===== src/rtl/ps2_pkg.sv =====
// Shared scan codes, decoder/move enums and small helpers for the PS/2 WASD controller.
package ps2_pkg;

  localparam logic [7:0] KEY_W      = 8'h1D;
  localparam logic [7:0] KEY_A      = 8'h1C;
  localparam logic [7:0] KEY_S      = 8'h1B;
  localparam logic [7:0] KEY_D      = 8'h23;
  localparam logic [7:0] CODE_BREAK = 8'hF0;
  localparam logic [7:0] CODE_EXT   = 8'hE0;

  typedef enum logic [1:0] {
    IDLE      = 2'd0,
    BREAK     = 2'd1,
    EXT       = 2'd2,
    EXT_BREAK = 2'd3
  } decode_state_t;

  typedef enum logic [1:0] {
    NEG  = 2'd0,
    POS  = 2'd1,
    STOP = 2'd2
  } move_t;

  // Odd parity holds when data bits plus the parity bit contain an odd number of ones.
  function automatic logic oddParityOk(input logic [7:0] data, input logic parityBit);
    return ^{data, parityBit};
  endfunction

  // Resolve one axis from its two opposing held keys; the most recently pressed key wins a tie.
  function automatic move_t arbitrate(input logic negHeld, input logic posHeld, input move_t last);
    move_t result;
    case ({posHeld, negHeld})
      2'b01:   result = NEG;
      2'b10:   result = POS;
      2'b11:   result = last;
      default: result = STOP;
    endcase
    return result;
  endfunction

endpackage


===== src/rtl/ps2_frame_rx.sv =====
// PS/2 frame receiver: synchronises the raw lines, samples data on falling clock
// edges, checks start/parity/stop and discards stalled partial frames.
module ps2_frame_rx
  import ps2_pkg::*;
#(
  parameter int SYNC_STAGES    = 2,
  parameter int TIMEOUT_CYCLES = 50000
) (
  input  logic       clock,
  input  logic       resetN,
  input  logic       ps2Clock,
  input  logic       ps2Data,
  output logic       byteValid,
  output logic [7:0] byteData,
  output logic       frameError
);

  localparam int CW = $clog2(TIMEOUT_CYCLES + 1);
  localparam logic [CW-1:0] TIMEOUT_LAST = CW'(TIMEOUT_CYCLES - 1);
  localparam logic [CW-1:0] TIMEOUT_SAT  = CW'(TIMEOUT_CYCLES);

  logic [SYNC_STAGES-1:0] clkSync_r;
  logic [SYNC_STAGES-1:0] dataSync_r;
  logic                   clkPrev_r;
  logic [3:0]             bitCount_r;
  logic [9:0]             shift_r;
  logic [CW-1:0]          idleCount_r;
  logic                   byteValid_r;
  logic [7:0]             byteData_r;
  logic                   frameError_r;
  logic                   fallEdge_s;
  logic                   dataBit_s;
  logic                   frameGood_s;

  // Bring the asynchronous PS/2 lines into the clock domain; idle level of both lines is high.
  always_ff @(posedge clock) begin
    if (!resetN) begin
      clkSync_r  <= '1;
      dataSync_r <= '1;
      clkPrev_r  <= 1'b1;
    end else begin
      clkSync_r  <= {clkSync_r[SYNC_STAGES-2:0], ps2Clock};
      dataSync_r <= {dataSync_r[SYNC_STAGES-2:0], ps2Data};
      clkPrev_r  <= clkSync_r[SYNC_STAGES-1];
    end
  end

  assign fallEdge_s = clkPrev_r & ~clkSync_r[SYNC_STAGES-1];
  assign dataBit_s  = dataSync_r[SYNC_STAGES-1];

  // shift_r holds start in [0], data in [8:1], parity in [9]; the stop bit is the live sample.
  assign frameGood_s = (shift_r[0] == 1'b0) && oddParityOk(shift_r[8:1], shift_r[9]) && dataBit_s;

  // Bit collection, frame checking and stall timeout; a falling edge takes priority over the timeout.
  always_ff @(posedge clock) begin
    if (!resetN) begin
      bitCount_r   <= 4'd0;
      shift_r      <= 10'd0;
      idleCount_r  <= '0;
      byteValid_r  <= 1'b0;
      byteData_r   <= 8'd0;
      frameError_r <= 1'b0;
    end else begin
      byteValid_r  <= 1'b0;
      frameError_r <= 1'b0;
      if (fallEdge_s) begin
        idleCount_r <= '0;
        if (bitCount_r == 4'd10) begin
          bitCount_r <= 4'd0;
          if (frameGood_s) begin
            byteValid_r <= 1'b1;
            byteData_r  <= shift_r[8:1];
          end else begin
            frameError_r <= 1'b1;
          end
        end else begin
          shift_r    <= {dataBit_s, shift_r[9:1]};
          bitCount_r <= bitCount_r + 4'd1;
        end
      end else if ((bitCount_r != 4'd0) && (idleCount_r == TIMEOUT_LAST)) begin
        frameError_r <= 1'b1;
        bitCount_r   <= 4'd0;
        idleCount_r  <= TIMEOUT_SAT;
      end else if (idleCount_r != TIMEOUT_SAT) begin
        idleCount_r <= idleCount_r + CW'(1);
      end
    end
  end

  assign byteValid  = byteValid_r;
  assign byteData   = byteData_r;
  assign frameError = frameError_r;

endmodule


===== src/rtl/ps2_wasd_controller.sv =====
// PS/2 WASD controller top: scan-code sequencing, held-key tracking and
// opposing-key arbitration into x/y movement codes.
module ps2_wasd_controller
  import ps2_pkg::*;
#(
  parameter int SYNC_STAGES    = 2,
  parameter int TIMEOUT_CYCLES = 50000
) (
  input  logic       clock,
  input  logic       resetN,
  input  logic       ps2Clock,
  input  logic       ps2Data,
  output logic [1:0] leftRightOutput,
  output logic [1:0] upDownOutput,
  output logic [3:0] keyHeld,
  output logic       frameError
);

  logic          byteValid_s;
  logic [7:0]    byteData_s;
  decode_state_t state_r;
  logic [3:0]    held_r;      // {D,S,A,W}
  move_t         lastV_r;
  move_t         lastH_r;
  move_t         upDown_r;
  move_t         leftRight_r;

  ps2_frame_rx #(
    .SYNC_STAGES    (SYNC_STAGES),
    .TIMEOUT_CYCLES (TIMEOUT_CYCLES)
  ) frameRx (
    .clock      (clock),
    .resetN     (resetN),
    .ps2Clock   (ps2Clock),
    .ps2Data    (ps2Data),
    .byteValid  (byteValid_s),
    .byteData   (byteData_s),
    .frameError (frameError)
  );

  // Scan-code sequencer: make/break/extended prefixes update held keys and the latest press per axis.
  always_ff @(posedge clock) begin
    if (!resetN) begin
      state_r <= IDLE;
      held_r  <= 4'b0000;
      lastV_r <= STOP;
      lastH_r <= STOP;
    end else if (byteValid_s) begin
      case (state_r)
        IDLE: begin
          if (byteData_s == CODE_EXT) begin
            state_r <= EXT;
          end else if (byteData_s == CODE_BREAK) begin
            state_r <= BREAK;
          end else begin
            state_r <= IDLE;
            case (byteData_s)
              KEY_W: begin
                held_r[0] <= 1'b1;
                if (!held_r[0]) lastV_r <= NEG;
              end
              KEY_A: begin
                held_r[1] <= 1'b1;
                if (!held_r[1]) lastH_r <= NEG;
              end
              KEY_S: begin
                held_r[2] <= 1'b1;
                if (!held_r[2]) lastV_r <= POS;
              end
              KEY_D: begin
                held_r[3] <= 1'b1;
                if (!held_r[3]) lastH_r <= POS;
              end
              default: ;
            endcase
          end
        end
        BREAK: begin
          state_r <= IDLE;
          case (byteData_s)
            KEY_W:   held_r[0] <= 1'b0;
            KEY_A:   held_r[1] <= 1'b0;
            KEY_S:   held_r[2] <= 1'b0;
            KEY_D:   held_r[3] <= 1'b0;
            default: ;
          endcase
        end
        EXT: begin
          state_r <= (byteData_s == CODE_BREAK) ? EXT_BREAK : IDLE;
        end
        EXT_BREAK: begin
          state_r <= IDLE;
        end
        default: begin
          state_r <= IDLE;
        end
      endcase
    end
  end

  // Registered axis arbitration, following the held-key registers by one clock.
  always_ff @(posedge clock) begin
    if (!resetN) begin
      upDown_r    <= STOP;
      leftRight_r <= STOP;
    end else begin
      upDown_r    <= arbitrate(held_r[0], held_r[2], lastV_r);
      leftRight_r <= arbitrate(held_r[1], held_r[3], lastH_r);
    end
  end

  assign upDownOutput    = upDown_r;
  assign leftRightOutput = leftRight_r;
  assign keyHeld         = held_r;

endmodule


===== config.mk =====
export PLATFORM = sky130hd
export DESIGN_NAME = ps2_wasd_controller
export DESIGN_NICKNAME = d
export VERILOG_FILES = /design/src/rtl/ps2_pkg.sv /design/src/rtl/ps2_frame_rx.sv /design/src/rtl/ps2_wasd_controller.sv
export SDC_FILE = /design/constraint.sdc
export NUM_CORES = 1
export LEC_CHECK = 0
export CAP_MARGIN = 40
export CORE_ASPECT_RATIO = 0.9
export CORE_MARGIN = 2
export CORE_UTILIZATION = 60
export DETAILED_ROUTE_END_ITERATION = 8
export PLACE_DENSITY_LB_ADDON = 0.12
export SLEW_MARGIN = 20
export SYNTH_ARGS = -nofsm -noshare
export SYNTH_HDL_FRONTEND = slang
export SYNTH_SLANG_ARGS = --single-unit
export TNS_END_PERCENT = 50

===== constraint.sdc =====
create_clock -name clock -period 5.07 [get_ports clock]
set_clock_uncertainty 0.05 [all_clocks]
set_input_delay 0.7605 -clock clock [delete_from_list [all_inputs] [get_ports clock]]
set_output_delay 0.7605 -clock clock [all_outputs]
set_load 0.05 [all_outputs]

==> qor.txt <==
Num CTS Buffers: 9
P per Cell Area: 282 mW/mm^2
CP peak stage delay: 0.84 ns
final non-filler cell total: 386
largest area contributor in the netlist: dfxtp_1
clk sinks: 59
CP Buf/Inv Count: 1
Seq/Total Area, Yosys: 43.4%
vias: 2128
Yosys reg bits: 59
RSZ-0062 raised after global routing: no
final worst-path cycle share: 47.6%
drt first-iter violations: 106
terminus of the critical flop-to-flop path: frameRx.bitCount_r[1]
Crit Path Class: flip-flop to primary output
TritonRoute pass-1 iters: 4
number of global-route vias before repair: 1882
Worst setup SP type: flip-flop
Core ar.: 0.00440 mm^2
Area Overhead vs Synth: 11.2%
DR DRC count: 0
f_max: 414 MHz
nets: 329
Worst-Skew Late Latency: 0.33 ns
Avg WL per Cell: 12.8 um
Tmin final: 2.42 ns
Final Hold Viols: 0
Async SR Flop Fraction: 0%
Reg-to-Reg Start: frameRx.idleCount_r[0]
Routed Antenna Nets: 0
Hold/Removal Path Class: flip-flop to flip-flop
synth unique cells: 50
CTS Hold Bufs: 0
FP Rows: 23
Mapped Cells: 305
Starting Density: 61.8%
H-tree Lvls: 3
R2R Setup Slk: 2.72 ns
top post-synthesis cells by count: dfxtp_1 (59), nand2_1 (45), nor2_1 (24)
PostCTS Resize Cnt: 0
fill cell count: 374
total gr overflow: 0
CTS Buffer Depth: 2
top post-synthesis cells by area: dfxtp_1 (43%), nand2_1 (6.2%), xnor2_1 (4.5%), a21oi_1 (3.3%), mux2i_1 (3.3%)
die area: 0.00509 mm^2
port bufs: 12
Crit path max-delay family: buffers and inverters
worst-path fanout max: 7
initial antenna violation count: 0
ys flop type: dfxtp_1
Post-Place Cells: 371
Synth Cell Area: 0.00272 mm^2
max-slew violation count: 0
final setup TNS: 0 ns
Die Wd: 75.0 um
Crit. End Element: primary output
Post-synth EDFFs: 0
Worst Max-Slew Pin Slew: 0.805 ns
HP Start: frameRx.clkSync_r[0]
top-area cell type share of the netlist area: 43.4%
CTS tree: built
Worst Path Required: 4.26 ns
mean post-synth cell area: 8.93 um^2
Syn. warnings: 0
Post-CTS Setup Bufs: 0
worst hold path depth: 1
worst path arrival time: 1.60 ns
Leak: 0.988 nW
layout cell share with drive strength beyond 1: 7.72%
Slowest-stage cell, CP: clkdlybuf4s50_1
GRT Total Usage: 21.9%
status: completed
drt via density: 5.51
die height: 67.9 um
endpoints failing setup: 0
Top Ports: 13
first-pass GRT wire length: 8340 um
largest net degree at the start of global routing: 23
DRT Wirelength: 4960 um
maxcap violations: 0
top-count cell post-synth: dfxtp_1
Hold Crit Endpoint: frameRx.clkSync_r[1]
root buffer cell: clkbuf_8
max_slew headroom: 46.2%
crit-path cells: clkdlybuf4s50_1
Peak VDD IR: 226 uV
GP Congestion: 0.786
Net Count, Synth: 314
hpwl dp: 3450 um
Clock transition at path regs: 0.06 ns
Antenna diodes: 0
worst reg2reg path depth: 5
-- cell type report --
class / count / area (um^2) / area share (%)
Tap cell: 62 / 77.6 / 2.56
Sequential cell: 59 / 1180 / 39.0
Clock buffer: 12 / 145 / 4.80
Timing Repair Buffer: 14 / 135 / 4.46
Clock inverter: 3 / 15.0 / 0.496
Inverter: 15 / 56.3 / 1.86
Multi-Input combinational cell: 221 / 1420 / 46.8
-- stage by stage --
stage	util [%]	hold slack, ns	power, mW	setup slack [ns]	instance area [um^2]
after floorplan	-	0.336	0.507	3.18	2720
after global placement	64.9	0.346	0.512	2.38	2860
after detailed placement	65.1	0.347	0.514	2.31	2870
after CTS	68.7	0.362	0.867	2.64	3030
after global routing	68.7	0.398	0.891	2.43	3030
final	68.7	0.358	0.855	2.65	3030
-- power breakdown --
group / total [mW] / internal, mW / switching (mW) / leakage [nW]
clock: 0.352 / 0.185 / 0.166 / 0.0860
combinational: 0.0302 / 0.0121 / 0.0181 / 0.425
sequential: 0.473 / 0.469 / 0.00442 / 0.477
-- registers in the layout (all words and copies together), names as in the netlist --
register             cells
upDownOutput             2
frameRx.dataSync_r       2
frameRx.clkPrev_r        1
frameRx.byteData         8
frameRx.idleCount_r     16
lastV_r                  2
frameRx.bitCount_r       4
frameRx.shift_r         10
frameRx.clkSync_r        2
frameRx.frameError       1
state_r                  2
lastH_r                  2
keyHeld                  4
frameRx.byteValid        1
leftRightOutput          2
-- how the worst max path moves through the flow --
| stage | cells past startpoint | to | from |
|---|---|---|---|
| 3_5_place_dp | 4 | frameRx.frameError | resetN |
| 4_1_cts | 1 | keyHeld[0] | keyHeld[0] |
| 2_1_floorplan | 4 | frameRx.byteData[0] | frameRx.shift_r[7] |
| 3_3_place_gp | 4 | frameRx.frameError | resetN |
| 6_report | 1 | keyHeld[0] | keyHeld[0] |
| 5_1_grt | 5 | frameRx.bitCount_r[1] | frameRx.idleCount_r[0] |
-- placed cells by master (no fill, tap or decap), types with 4 or more instances in the layout --
cell type,instances
a21oi_1,18
clkbuf_8,10
clkdlybuf4s50_1,12
dfxtp_1,59
ha_1,5
inv_1,15
mux2i_1,9
nand2_1,45
nand2b_1,10
nand3_1,16
nand3b_1,4
nand4_1,5
nor2_1,24
nor3_1,5
nor4_1,5
o211ai_1,4
o21ai_0,8
o221a_2,4
xnor2_1,14
-- per-layer routing --
metal	part of all wire, %	global-route usage [%]
met1	50	29.1
met2	45	31.9
met3	4.0	7.22
met4	0.93	10.3
met5	0	0
-- logic make-up (layout without fill, tap and decap cells) --
kind of cell / count (synthesis) / in the layout / synth area share, %
multiplexers: 10 / 10 / 4.14
adder cells (fa/ha/maj): 5 / 5 / 2.30
AO/OA/AOI/OAI: 49 / 49 / 11.8
buffers and inverters: 25 / 44 / 4.60
XOR/XNOR: 18 / 18 / 6.85
flip-flops: 59 / 59 / 43.4
AND/OR/NAND/NOR: 139 / 139 / 27.0
Note: power is estimated with default switching activity, not from simulation.
